[config.mk]
export PLATFORM = sky130hd
export DESIGN_NAME = spi_tx_scheduler
export DESIGN_NICKNAME = d
export VERILOG_FILES = /design/src/rtl/spi_tx_scheduler.sv
export SDC_FILE = /design/constraint.sdc
export NUM_CORES = 1
export LEC_CHECK = 0
export ABC_AREA = 1
export CAP_MARGIN = 10
export CORE_MARGIN = 2
export CORE_UTILIZATION = 45
export DETAILED_ROUTE_END_ITERATION = 16
export PLACE_DENSITY_LB_ADDON = 0.12
export REMOVE_ABC_BUFFERS = 1
export SKIP_LAST_GASP = 1
export SLEW_MARGIN = 20
export SYNTH_ARGS = -nofsm -noshare
export SYNTH_HDL_FRONTEND = slang
export SYNTH_SLANG_ARGS = --single-unit
[constraint.sdc]
create_clock -name clk -period 2.85 [get_ports clk]
set_input_delay 0.7125 -clock clk [delete_from_list [all_inputs] [get_ports clk]]
set_output_delay 0.7125 -clock clk [all_outputs]
set_load 0.01 [all_outputs]
[src/rtl/spi_tx_scheduler.sv]
// Feeds 12-bit words from a valid/ready source into an SPI loopback one frame at a time,
// checks each received word against the sent one and keeps pass/fail/timeout statistics.

module spi_tx_fifo #(
  parameter int W     = 12,
  parameter int DEPTH = 8
) (
  input  logic         clk,
  input  logic         rst,
  input  logic         wr_vld,
  output logic         wr_rdy,
  input  logic [W-1:0] wr_dat,
  output logic         rd_vld,
  input  logic         rd_rdy,
  output logic [W-1:0] rd_dat
);
  localparam int AW = $clog2(DEPTH);

  logic [W-1:0]  mem_q [DEPTH];
  logic [AW-1:0] wr_ptr_q, wr_ptr_d;
  logic [AW-1:0] rd_ptr_q, rd_ptr_d;
  logic [AW:0]   cnt_q, cnt_d;
  logic          push, pop;

  // Full blocks the writer even when a read happens in the same cycle.
  assign wr_rdy = (cnt_q != (AW+1)'(DEPTH));
  assign rd_vld = (cnt_q != '0);
  assign rd_dat = mem_q[rd_ptr_q];
  assign push   = wr_vld && wr_rdy;
  assign pop    = rd_rdy && rd_vld;

  always_comb begin
    wr_ptr_d = wr_ptr_q;
    rd_ptr_d = rd_ptr_q;
    cnt_d    = cnt_q;
    if (push) wr_ptr_d = wr_ptr_q + AW'(1);
    if (pop)  rd_ptr_d = rd_ptr_q + AW'(1);
    case ({push, pop})
      2'b10:   cnt_d = cnt_q + (AW+1)'(1);
      2'b01:   cnt_d = cnt_q - (AW+1)'(1);
      default: cnt_d = cnt_q;
    endcase
  end

  always_ff @(posedge clk or posedge rst) begin
    if (rst) begin
      wr_ptr_q <= '0;
      rd_ptr_q <= '0;
      cnt_q    <= '0;
    end else begin
      wr_ptr_q <= wr_ptr_d;
      rd_ptr_q <= rd_ptr_d;
      cnt_q    <= cnt_d;
    end
  end

  always_ff @(posedge clk) begin
    if (push) mem_q[wr_ptr_q] <= wr_dat;
  end
endmodule

module spi_tx_scheduler #(
  parameter int DEPTH       = 8,
  parameter int TIMEOUT_CYC = 1024,
  parameter int GAP_CYC     = 4
) (
  input  logic        clk,
  input  logic        rst,
  input  logic        s_valid,
  input  logic [11:0] s_data,
  output logic        s_ready,
  output logic        newd,
  output logic [11:0] din,
  input  logic        done,
  input  logic [11:0] dout,
  output logic        rd_valid,
  output logic [11:0] rd_data,
  output logic        rd_match,
  output logic        busy,
  output logic [15:0] ok_cnt,
  output logic [15:0] err_cnt,
  output logic        timeout
);
  localparam int TW = $clog2(TIMEOUT_CYC + GAP_CYC + 1);

  typedef enum logic [1:0] {S_IDLE, S_LAUNCH, S_WAIT, S_GAP} state_t;

  state_t        state_q, state_d;
  logic [TW-1:0] timer_q, timer_d;
  logic [11:0]   din_q, din_d;
  logic          newd_q, newd_d;
  logic          done_q;
  logic          rd_valid_q, rd_valid_d;
  logic [11:0]   rd_data_q, rd_data_d;
  logic          rd_match_q, rd_match_d;
  logic [15:0]   ok_cnt_q, ok_cnt_d;
  logic [15:0]   err_cnt_q, err_cnt_d;
  logic          timeout_q, timeout_d;

  logic          fifo_rdy, fifo_vld, fifo_pop;
  logic [11:0]   fifo_dat;
  logic          done_rise;

  spi_tx_fifo #(.W(12), .DEPTH(DEPTH)) u_fifo (
    .clk    (clk),
    .rst    (rst),
    .wr_vld (s_valid),
    .wr_rdy (fifo_rdy),
    .wr_dat (s_data),
    .rd_vld (fifo_vld),
    .rd_rdy (fifo_pop),
    .rd_dat (fifo_dat)
  );

  assign done_rise = done && !done_q;

  always_comb begin
    state_d    = state_q;
    timer_d    = timer_q;
    din_d      = din_q;
    newd_d     = 1'b0;
    rd_valid_d = 1'b0;
    rd_data_d  = rd_data_q;
    rd_match_d = rd_match_q;
    ok_cnt_d   = ok_cnt_q;
    err_cnt_d  = err_cnt_q;
    timeout_d  = timeout_q;
    fifo_pop   = 1'b0;
    case (state_q)
      S_IDLE: begin
        if (fifo_vld) begin
          fifo_pop = 1'b1;
          din_d    = fifo_dat;
          newd_d   = 1'b1;
          state_d  = S_LAUNCH;
        end
      end
      S_LAUNCH: begin
        timer_d = '0;
        state_d = S_WAIT;
      end
      S_WAIT: begin
        // A done edge in the expiry cycle still counts as a real completion.
        if (done_rise) begin
          rd_valid_d = 1'b1;
          rd_data_d  = dout;
          rd_match_d = (dout == din_q);
          if (dout == din_q) begin
            if (ok_cnt_q != 16'hFFFF) ok_cnt_d = ok_cnt_q + 16'd1;
          end else begin
            if (err_cnt_q != 16'hFFFF) err_cnt_d = err_cnt_q + 16'd1;
          end
          timer_d = '0;
          state_d = S_GAP;
        end else if (timer_q == TW'(TIMEOUT_CYC - 1)) begin
          rd_valid_d = 1'b1;
          rd_match_d = 1'b0;
          timeout_d  = 1'b1;
          if (err_cnt_q != 16'hFFFF) err_cnt_d = err_cnt_q + 16'd1;
          timer_d = '0;
          state_d = S_GAP;
        end else begin
          timer_d = timer_q + TW'(1);
        end
      end
      S_GAP: begin
        if (timer_q == TW'(GAP_CYC - 1)) begin
          state_d = S_IDLE;
        end else begin
          timer_d = timer_q + TW'(1);
        end
      end
      default: state_d = S_IDLE;
    endcase
  end

  always_ff @(posedge clk or posedge rst) begin
    if (rst) begin
      state_q    <= S_IDLE;
      timer_q    <= '0;
      din_q      <= '0;
      newd_q     <= 1'b0;
      done_q     <= 1'b0;
      rd_valid_q <= 1'b0;
      rd_data_q  <= '0;
      rd_match_q <= 1'b0;
      ok_cnt_q   <= '0;
      err_cnt_q  <= '0;
      timeout_q  <= 1'b0;
    end else begin
      state_q    <= state_d;
      timer_q    <= timer_d;
      din_q      <= din_d;
      newd_q     <= newd_d;
      done_q     <= done;
      rd_valid_q <= rd_valid_d;
      rd_data_q  <= rd_data_d;
      rd_match_q <= rd_match_d;
      ok_cnt_q   <= ok_cnt_d;
      err_cnt_q  <= err_cnt_d;
      timeout_q  <= timeout_d;
    end
  end

  assign s_ready  = fifo_rdy && !rst;
  assign newd     = newd_q;
  assign din      = din_q;
  assign rd_valid = rd_valid_q;
  assign rd_data  = rd_data_q;
  assign rd_match = rd_match_q;
  assign ok_cnt   = ok_cnt_q;
  assign err_cnt  = err_cnt_q;
  assign timeout  = timeout_q;
  assign busy     = (state_q != S_IDLE) || fifo_vld;
endmodule

# Word level (Yosys, flattened, before mapping)
# Memory sizes are Yosys's and may differ from the RTL's. A register that Yosys moved wholly into a read port is not among the register bits.
# Index checks and enable logic that the tools add are counted.
# totals
reg_bits,72
latchBits,0
ram_bits,96
romBits,0
inputBits,28
output_inout_bits,62
wordCells,82
memories,1
# mem_list
memory,depth,width,read_ports,rd_clocked_by_memory_dff,wr,line,text
u_fifo.mem_q,8,12,1,1,1,19,logic [W-1:0] mem_q [DEPTH];
# classes
n_addsub,7
mul,0
div_mod_pow,0
n_lt_le_gt_ge,0
n_eq_ne,16
shift,0
muxes,23
n_bitwise,1
n_reduce_logical,21
# ops
op,count
$mux 16,4
$mux 11,3
$pmux 11 s3,1
$add 16x1->16 const B,2
$ne 16x16->1 const B,2
$eq 12x12->1,1
$add 11x1->11 const B,1
$eq 11x10->1 const B,1
$eq 11x2->1 const B,1
$mux 1,9
$reduce_and 3->1,3
$mux 2,4
$ne 2x2->1 const B,4
$pmux 2 s4,1
$pmux 4 s2,1
$reduce_and 2->1,4
$add 3x1->3 const B,2
$eq 2x2->1 const B,3
$reduce_bool 2->1,3
$add 4x1->4 const B,1
$eq 2x1->1 const B,2
$logic_and 1x1->1,4
$ne 4x4->1 const B,1
$reduce_and 4->1,1
other kinds (8),9

# Logic depth before layout (Yosys ltp)
# Gate-level depths: netlist of run 1.
# depth
depth_word,6
depth_mapped,13
depth_no_buf,12

# Cells and area by module
# From an unflattened synthesis of run 1, not the netlist that was laid out.
# unflattened
cells_unflattened,1122
hier_area_um2,9255.1
# by_module_without_submodules
module,n_inst,cells_per_inst,area_per_inst_um2,seq_area_each_um2
spi_tx_fifo,1,495,4808.4,3133.0
spi_tx_scheduler,1,627,4446.8,1851.8

# Worst setup path after synthesis of run 1
# Ideal clock, no wire load.
# synth_timing
path_kind,flip-flop to flip-flop
start,register state_q[0]
end,register u_fifo.cnt_q[2]
setup_ns,0.129
arrival_time_ns,2.304
required_time_ns,2.721
setup_slack_ns,0.417
stages_incl_launch_ff,14
path_buffers,1
period_less_slack_ns,2.433
path_cell_list,dfrtp_1 inv_1 ha_1 inv_1 a31oi_1 clkbuf_1 ha_1 nand2_1 inv_1 nor2_1 ha_1 a21oi_1 xor2_1 o21ai_0
# synth_via
elab_chain_cells,5
word_cells_on_any_way,7
classes_between,eq/ne (2); mux (2); reduce/logical (3)
# synth_lines
element,line,text
"start, declared",88,"state_t state_q, state_d;"
"start signal, assigned",191,state_q <= state_d;
$logic_not 2->1 *,129,case (state_q)
$mux 1 *,129,
via fifo_pop,100,"logic fifo_rdy, fifo_vld, fifo_pop;"
$logic_and 1x1->1 *,30,assign pop = rd_rdy && rd_vld;
$eq 2x1->1 or $eq 2x2->1 (tied branches),38,"case ({push, pop})"
$pmux 4 s2 or $reduce_bool 2->1 (tied branches),-,
"end signal, assigned",53,cnt_q <= cnt_d;
"end, declared",22,"logic [AW:0] cnt_q, cnt_d;"
# The timed path passes the listed nets; every way through them passes the cells marked *.
# A chain may end at the register's enable or synchronous reset.

# Worst setup path after layout of run 1
# layout_timing
start,register u_fifo.cnt_q[0]
end,output busy
# layout_via
elab_chain_cells,2
# layout_lines
element,line,text
$reduce_bool 4->1,27,assign rd_vld = (cnt_q != '0);
$logic_or 1x1->1,214,assign busy = (state_q != S_IDLE) || fifo_vld;
"end, declared",79,"output logic busy,"
# No other way between the ends.

==> flow_summary_export.csv, run 1 <==
group,metric,value,unit
floorplan,fp.dieW,140.8,microns
final_layout,antenna_cells,0,
worst_setup_path,arrival,1.85,ns
final_layout,layout-drive-gt1-share,0.07317,
timing,fin_crit,2.565,ns
global_routing,track_usage,0.2038,
clocking,post_cts_resized,0,
yosys,ys_seq_elements,180,
route,wirelength,19.31,mm
worst_setup_path,cp.required,2.14,ns
global_routing,grt_max_degree,51,
clocking,htreeDepth,4,
worst_setup_path,r2r_start,"u_fifo.cnt_q[0]",
route,num_vias,6355,
global_routing,first_global_vias,6076,
global_routing,grt_overflow,0,
worst_setup_path,worst_setup_path_start_kind,"flip-flop",
final_layout,final_common_cell,"nand2_1",
place,pre_cts_slack,0.2489,ns
floorplan,rows,50,
place,place_congestion,0.8737,
timing,tightest_slew,0.7795,ns
clocking,clk_pin_slew,0.07,ns
route,route.antenna.remaining_nets,0,
floorplan,coreArea,18520,sq um
floorplan,initial_core_util,0.4545,
power_and_ir_drop,power_leakage,4.208,nW
floorplan,die_y,140.8,microns
route,drc_errors,0,
clocking,numClockSinks,180,
worst_setup_path,crit_path_start,"u_fifo.cnt_q[0]",
power_and_ir_drop,ir_worst_vdd,0.3857,mV
worst_setup_path,path_class,"flip-flop to primary output",
timing,setup_viol,0,
clocking,root_buffer,"clkbuf_16",
worst_setup_path,end_kind,"primary output",
clocking,cts_buffers,17,
yosys,synth.avg_cell_area,9.695,sq um
global_routing,grt_antenna_before_repair,0,
power_and_ir_drop,p_total,5.244,mW
power_and_ir_drop,p_per_area,511.4,nW/um^2
timing,max_freq,0.3899,GHz
route,drt-initial-drc-count,417,
yosys,syn-cell-area,8416,sq um
timing,slew_viol_final,0,
final_layout,most-common-layout-cells,"nand2_1 (188), nor2_1 (125), edfxtp_1 (96), clkdlybuf4s50_1 (89), dfrtp_1 (84)",
yosys,yosysUniqueCellTypes,34,
clocking,cts_tree,"done",
timing,relSlewSlack,0.4798,
hold_path,hp-class,"flip-flop to flip-flop",
clocking,ctsHoldBuffers,0,
worst_setup_path,crit_fanout,4,
global_routing,grt_pass1_wl,31.56,mm
place,port_buffers,89,
yosys,netlist_instances,868,
timing,finalCritPeriodShare,0.8998,
floorplan,die_area,19810,sq um
timing,finalClockSkew,0.008532,ns
yosys,yosysWarnings,0,
final_layout,nNetsFinal,1011,
run_status,outcome,"finished clean",
route,post_drt_wl_per_cell,15.86,microns
route,first_pass_iters,6,
place,place_inst,1186,
place,detailed_place_hpwl,13.10,mm
yosys,seq_area_frac_synth,0.5923,
final_layout,syn_to_final_growth,21.84,%
clocking,clk_latency,0.43,ns
floorplan,pin_count,90,
timing,finalWorstSetupSlack,0.2855,ns
final_layout,finalNonFillerCells,1218,
timing,hold_violations,0,
hold_path,min_from,"timeout",
timing,rsz0062_at_grt,"false",
timing,whs,0.4724,ns
clocking,clockBufferDepth,2,
route,viasPerCell,5.218,
flow_run,cap_violations,0,
clocking,cts_setup_buffers,0,
==> report_power, final <==
part | switching (mW) | total, mW | internal, mW
logic | 0.118 | 0.188 | 0.0698
clock network | 1.06 | 2.30 | 1.24
registers | 0.00528 | 2.76 | 2.75
total | 1.19 | 5.24 | 4.06
==> cell type report <==
| type | instances | area, sq um |
|---|---|---|
| timing repair buffer | 112 | 1089 |
| fill | 1649 | 8264 |
| clock inverter | 13 | 138.9 |
| clock buffer | 19 | 432.9 |
| tap | 234 | 292.8 |
| inverter | 68 | 256.5 |
| multi-input combinational | 592 | 3059 |
| sequential | 180 | 4985 |
==> worst paths after layout <==
check,end,depth (start not counted),slack (ns)
worst max-delay path,busy,3,0.29
worst min-delay path,timeout,1,0.47
worst max register to register,u_fifo.cnt_q[2],12,0.60
worst min register to register,timeout,1,0.47
max in group asynchronous,ok_cnt[12],3,1.43
min in group asynchronous,u_fifo.cnt_q[3],2,0.71
==> critical path, stage by stage, from the launching register on <==
cell and delay [ns]:
dfrtp_1 0.42, nor2_1 0.28, nand4_1 0.19, clkdlybuf4s50_1 0.53
==> kinds of logic after synthesis <==
| logic type | Yosys count | share of synthesized area |
|---|---|---|
| compound gates | 132 | 0.09158 |
| xor+xnor | 39 | 0.04059 |
| fa+ha+maj | 12 | 0.01784 |
| buf+inv | 96 | 0.04490 |
| flops | 180 | 0.5923 |
| mux | 5 | 0.006690 |
| simple gates | 404 | 0.2061 |
==> routing by layer <==
layer / part of all wire / vias up / routed length [microns] / global-route usage
met4: 0.011 / 0 / 209 / 0.05368
met1: 0.45 / 3041 / 8617 / 0.2634
met3: 0.041 / 18 / 787 / 0.03940
met2: 0.50 / 118 / 9698 / 0.3538
li1: - / 3178 / - / -
met5: 0 / - / 0 / 0
==> through the flow <==
stage | utilization | TNS, ns | cell area [sq um]
finish | 0.5537 | 0 | 10250
global placement | 0.5228 | 0 | 9682
global route | 0.5537 | 0 | 10250
floorplan | - | -2.532 | 8293
detailed placement | 0.5228 | 0 | 9682
CTS | 0.5537 | 0 | 10250
==> registers in the layout, summed over array words and instances (netlist names), 2 cells and up <==
signal           flops
ok_cnt              16
u_fifo.cnt_q         4
state_q              2
rd_data             12
u_fifo.mem_q        96
err_cnt             16
din                 12
timer_q             11
u_fifo.rd_ptr_q      3
u_fifo.wr_ptr_q      3
==> cell usage after synthesis <==
master    count  area, sq um
buf_6         1        11.26
a21oi_1       8        40.04
o211ai_1     13        97.59
nor3_1        9        45.04
o221ai_1     12        105.1
and2_1        2        12.51
a31oi_1       2        12.51
nand3_2       1        10.01
nand4_2       1        12.51
or2_2         1        6.260
nand2_1     188        705.7
buf_2         2        10.01
o21ai_0      83        415.4
inv_1        68        255.2
xnor2_1      18        157.7
nand2_2       2        12.51
nor3_4        1        16.27
edfxtp_1     96         2883
o22ai_1      12        75.07
ha_1         12        150.1
nand4_1      39        244.0
a31o_2        1        8.760
clkbuf_1     23        86.33
buf_4         2        15.01
nor2_4        1        11.26
nor2_2        1        6.260
mux2_2        5        56.30
nand3_4       1        17.52
a21oi_4       1        16.27
xor2_1       21        183.9
nor2_1      125        469.2
nand3_1      31        155.2
nor3_2        1        10.01
dfrtp_1      84         2102
Note: power is estimated with default switching activity, not from simulation.
==> run 2, diff against run 1 <==
CAP_MARGIN = not set   (was 10)
==> results of run 2 <==
The final DEF is identical to that of run 1; final timing and power are the same.
==> patch 1: new RTL, config.mk and constraints of run 2 <==
Encoding of `state_t`: now one-hot (4 bits for 4 states).
--- a/src/rtl/spi_tx_scheduler.sv
+++ b/src/rtl/spi_tx_scheduler.sv
@@ -85,3 +85,3 @@
 
-  typedef enum logic [1:0] {S_IDLE, S_LAUNCH, S_WAIT, S_GAP} state_t;
+  typedef enum logic [3:0] {S_IDLE = 4'b0001, S_LAUNCH = 4'b0010, S_WAIT = 4'b0100, S_GAP = 4'b1000} state_t;
 
Check against the original RTL: same outputs for any inputs over 10 cycles, from zero or initial values and one cycle with rst high; not proved beyond that.
==> patch 1 against run 2 <==
  * Area after synthesis increased by 3.9%
  * Sequential cell count increased by 2
  * Register-to-register slack improved by 70 ps
  * Die area increased by 3.8%
  * Core utilization increased by 0.84 points
  * Setup slack got worse by 46 ps
  * Wire length increased by 3.9%
  * Final area increased by 3.6%
  * Fmax decreased by 1.8%
  * Via count increased by 7.0%
  * Largest cell class unchanged
Power is not compared: it rests on default switching activity, and its combinational part moved more than twofold at a synthesized area within 25%.
==> patch 1: results (changes against run 2) <==
outcome=complete, no violations; Synth area leaders=edfxtp_1, dfrtp_1, nand2_1; IO buf count=89 (unchanged); r2r setup slk=670 ps (+70 ps); Worst Clk Skew=8.66 ps (+0.130 ps); drt pass-1 iters=5 (-1); GR Util met2=35.0% (-0.37 points); share of cells above drive strength 1=6.94% (-0.37 points); Async S/R FF share, synth=47.3% (+0.59 points); WL met1=9.01 mm (+4.6%); initial antenna violation count=0 (unchanged); number of filler cells placed in the layout=1,736 (+5.3%); RePlAce Congestion=0.816 (-6.6%); Crit Path Max Fanout=3 (-1); CTS root buffer=clkbuf_16; grt met1 use=27.1% (+0.75 points); critical path's slowest cell=clkdlybuf4s50_1; Hold Path Class=register to register; Inserted Clock Buffers=17 (unchanged); Sw Pwr=between 3000 and 4000 µW; Setup Buffers After CTS=0 (unchanged); post-CTS sizing=0 (unchanged); placed cell count=1,308 (+10%); Final #Nets=1,103 (+9.1%); clk_lat worst skew=430 ps (about the same); Top Metal Used=met4; Synth top cells by count=nand2_1, nor2_1, edfxtp_1, o21ai_0, dfrtp_1; Via Count=6,800 (+7.0%); Clock net power=between 2000 and 2500 µW; Top delay family on crit path=buffers and inverters; met2 routed WL=9.96 mm (+2.7%); Most flops, register=u_fifo.mem_q; Detail Placement HPWL=13.4 mm (+2.4%); Yosys cell types=34 (unchanged); Clock H-tree levels=4 (unchanged); Comb pwr share=between 30% and 40%; GRT Util Overall=20.6% (+0.22 points); sequential share of the synthesized area=57.6% (-1.7 points); overall routed net length=20.1 mm (+3.9%); antenna fix cells=0 (unchanged); critical path's largest stage delay=480 ps (-50 ps); met3 WL post-DR=837 µm (+6.4%); vias in the first global route=6,422 (+5.7%); met3 Track Usage GR=3.87% (-0.075 points); global-route wire length before repair=32.9 mm (+4.3%); initial drt markers=475 (+14%); synthesized area per cell=9.01 µm² (-7.1%); vias per std cell=5.07 (-2.7%); clock tree buffer depth=2 (unchanged); Worst Tran Pin Value=934 ps (+155 ps); Post-DP Area=9990 µm² (+3.2%)
patch 1: cell count changes after synthesis, sizes merged, moves of 7 or more:
cell,delta
o211ai,+15
o22ai,-12
nand2,+63
o21ai,+13
inv,+10
nor3,-9
clkbuf,-7
o221ai,-12
nor2,+31
nand3,+18
buf,+11
patch 1: cell type report:
cell class	instances	area share [%]
Sequential cell	182	47.4
Inverter	78	2.77
Timing Repair Buffer	109	10.0
Clock inverter	15	1.92
Tap cell	260	3.06
Multi-Input combinational cell	679	30.8
Clock buffer	17	4.01
patch 1: worst paths after layout:
check                                start  depth (start not counted)              end
min in group asynchronous              rst                          2  u_fifo.cnt_q[3]
worst max-delay path            state_q[3]                          5             busy
worst min-delay path               timeout                          1          timeout
max in group asynchronous              rst                          3      err_cnt[11]
worst max register to register  state_q[1]                          6       rd_data[7]
worst min register to register     timeout                          1          timeout
patch 1: cell families after synthesis:
family                     count (synthesis)  synth area share (%)
AOI/OAI and AO/OA                        131                  8.60
xor gates and xnor gates                  29                  2.90
muxes                                      1                 0.129
DFF                                      182                  57.6
adders and majority gates                  8                  1.14
and+or+nand+nor                          510                  24.6
buffers and inverters                    110                  5.05
patch 1: stage by stage:
| stage | util (%) | setup WS [ps] | hold WS (ps) | setup TNS, ps |
|---|---|---|---|---|
| after global placement | 52.9 | 295 | 454 | 0 |
| final | 56.2 | 239 | 470 | 0 |
| after floorplan | - | -82.7 | 493 | -7030 |
| after CTS | 56.2 | 201 | 478 | 0 |
| after global routing | 56.2 | 68.6 | 491 | 0 |
| after detailed placement | 52.9 | 260 | 461 | 0 |
patch 1: worst register-to-register path: stages, from the launching register on:
cell and delay (ps):
dfrtp_1 410, nor2_1 180, nand2_2 130, inv_2 410, nand2_1 590, nand2_1 200
o21ai_0 110
==> patch 2: new RTL, settings of run 2 <==
Made on the original files. `DEPTH` is set to 8 in 2 places; all go to 4.
--- a/src/rtl/spi_tx_scheduler.sv
+++ b/src/rtl/spi_tx_scheduler.sv
@@ -5,3 +5,3 @@
   parameter int W     = 12,
-  parameter int DEPTH = 8
+  parameter int DEPTH = 4
 ) (
@@ -62,3 +62,3 @@
 module spi_tx_scheduler #(
-  parameter int DEPTH       = 8,
+  parameter int DEPTH       = 4,
   parameter int TIMEOUT_CYC = 1024,
Check against the original RTL: not equivalent (a bounded check fails within 10 cycles, from zero or initial values and one cycle with rst high).
==> patch 2 against run 2 <==
  * Cell count down 19%
  * Area after synthesis decreased by 25%
  * Critical path type is now input port to output pin
  * Final area fell by 21%
  * Sequential cell count shrank 51
  * Wire length shrank 23%
  * Setup slack worse by 32 ps
  * Via count fell by 20%
Power is not compared: it rests on default switching activity, and its combinational part moved more than twofold at a synthesized area within 25%.
==> patch 2: results (changes against run 2) <==
Worst Clk Skew=8.81 ps (+0.282 ps); IO buf count=89 (unchanged); Min Hold Slack=473 ps (+0.408 ps); Async S/R FF share, synth=62.8% (+16 points); Max Cap Violations=0 (unchanged); share of cells above drive strength 1=9.00% (+1.7 points); final cell count without fillers=991 (-19%); Hold Path Class=register to register; Via Count=5,072 (-20%); Crit Path Max Fanout=2 (-2); Leak=between 0.003 and 0.004 µW; r2r setup slk=550 ps (-50 ps); Inserted Clock Buffers=17 (unchanged); Hold Crit Start=timeout; Clock H-tree levels=4 (unchanged); routed len/inst=15.1 µm (-5.1%); CTS root buffer=clkbuf_16; global-route wire length before repair=23.8 mm (-25%); drt pass-1 iters=5 (-1); EDFF count, synth=48 (-50%); largest net degree at the start of global routing=48 (-5.9%); post-CTS sizing=0 (unchanged); YS warnings=0 (unchanged); Most flops, register=u_fifo.mem_q; placed cell count=959 (-19%); Setup Buffers After CTS=0 (unchanged); Final #Nets=839 (-17%); Worst EP arrival=1880 ps (+30 ps); reg2reg start=timer_q[0]; clk_lat worst skew=roughly 420 ps; clock tree buffer depth=2 (unchanged); sink of the worst hold path=timeout; clk slew on worst S/H paths=approximately 60 ps; initial drt markers=385 (-7.7%); max reg flops=48 (-50%); RePlAce Congestion=0.904 (+3.5%); GRT Util Overall=20.7% (+0.28 points); hold depth=1 (unchanged); outcome=complete, no violations; Yosys cell types=38 (+12%); initial antenna violation count=0 (unchanged); Post-Syn Instances=695 (-20%); Detail Placement HPWL=10.2 mm (-22%); Synth area leaders=dfrtp_1, edfxtp_1, nand2_1; worst reg2reg path endpoint=err_cnt[2]; sequential share of the synthesized area=54.6% (-4.6 points); Worst Tran Pin Value=690 ps (-89.2 ps); Worst VDD drop=a little over 0.0005 V; Synth top cells by count=nand2_1, nor2_1, dfrtp_1; worst reg-to-reg path cell count=8 (-4); antenna fix cells=0 (unchanged); vias in the first global route=4,760 (-22%)
## patch 2: cell count changes in the layout (fill, tap and decap cells not counted), moves of 4 or more
cell      delta
nand3_1      -6
nor2_1      -30
xor2_1       -4
buf_4        -7
nor3_1       -4
o221ai_1    -12
nand2_1     -12
o211ai_1    -13
inv_1        -7
edfxtp_1    -48
o21ai_0     -35
## patch 2: power by group
group	switching (µW)	total, µW	leakage [µW]	internal (µW)
logic	1300	2260	0.00169	968
registers	303	2680	0.00149	2370
clock network	883	2110	0.000273	1230
## patch 2: cell type report
| cell class | instances | area (µm²) |
|---|---|---|
| timing repair buffer | 104 | 1020 |
| multi-input combinational | 485 | 2540 |
| inverter | 61 | 230 |
| tap | 180 | 225 |
| clock inverter | 15 | 149 |
| sequential | 129 | 3470 |
| fill | 1201 | 5770 |
| clock buffer | 17 | 425 |
## patch 2: per-stage QoR
step	cell area (µm²)	utilization [%]	setup slack [ps]
floorplan	6240	-	57.4
global placement	7480	54.1	286
finish	8060	58.3	253
detailed placement	7480	54.1	247
global route	8060	58.3	189
CTS	8060	58.3	233
## patch 2: routing by layer
metal / track usage, % / share of wire [%]
met1: 26.6 / 44
met2: 34.7 / 51
met3: 5.07 / 4.2
met4: 5.68 / 0.85
met5: 0 / 0
## patch 2: worst max path at each step
stage	startpoint	to	slack [ps]	cells past startpoint
finish	rst	s_ready	250	3
global route	state_q[0]	busy	190	4
CTS	rst	s_ready	230	3
detailed placement	rst	s_ready	250	3
global placement	rst	s_ready	290	3
floorplan	rst	din[0]	60	1
## patch 2: critical path, stage by stage
cell and delay [ps]:
clkdlybuf4s50_1 440, a31oi_1 170, clkdlybuf4s50_1 560
## patch 2: kinds of logic after synthesis
group | after synthesis | share of synthesized area (%)
xor+xnor | 35 | 4.83
buf+inv | 81 | 5.38
compound gates | 75 | 6.78
simple gates | 354 | 24.3
flops | 129 | 54.6
fa+ha+maj | 13 | 2.68
mux | 8 | 1.42
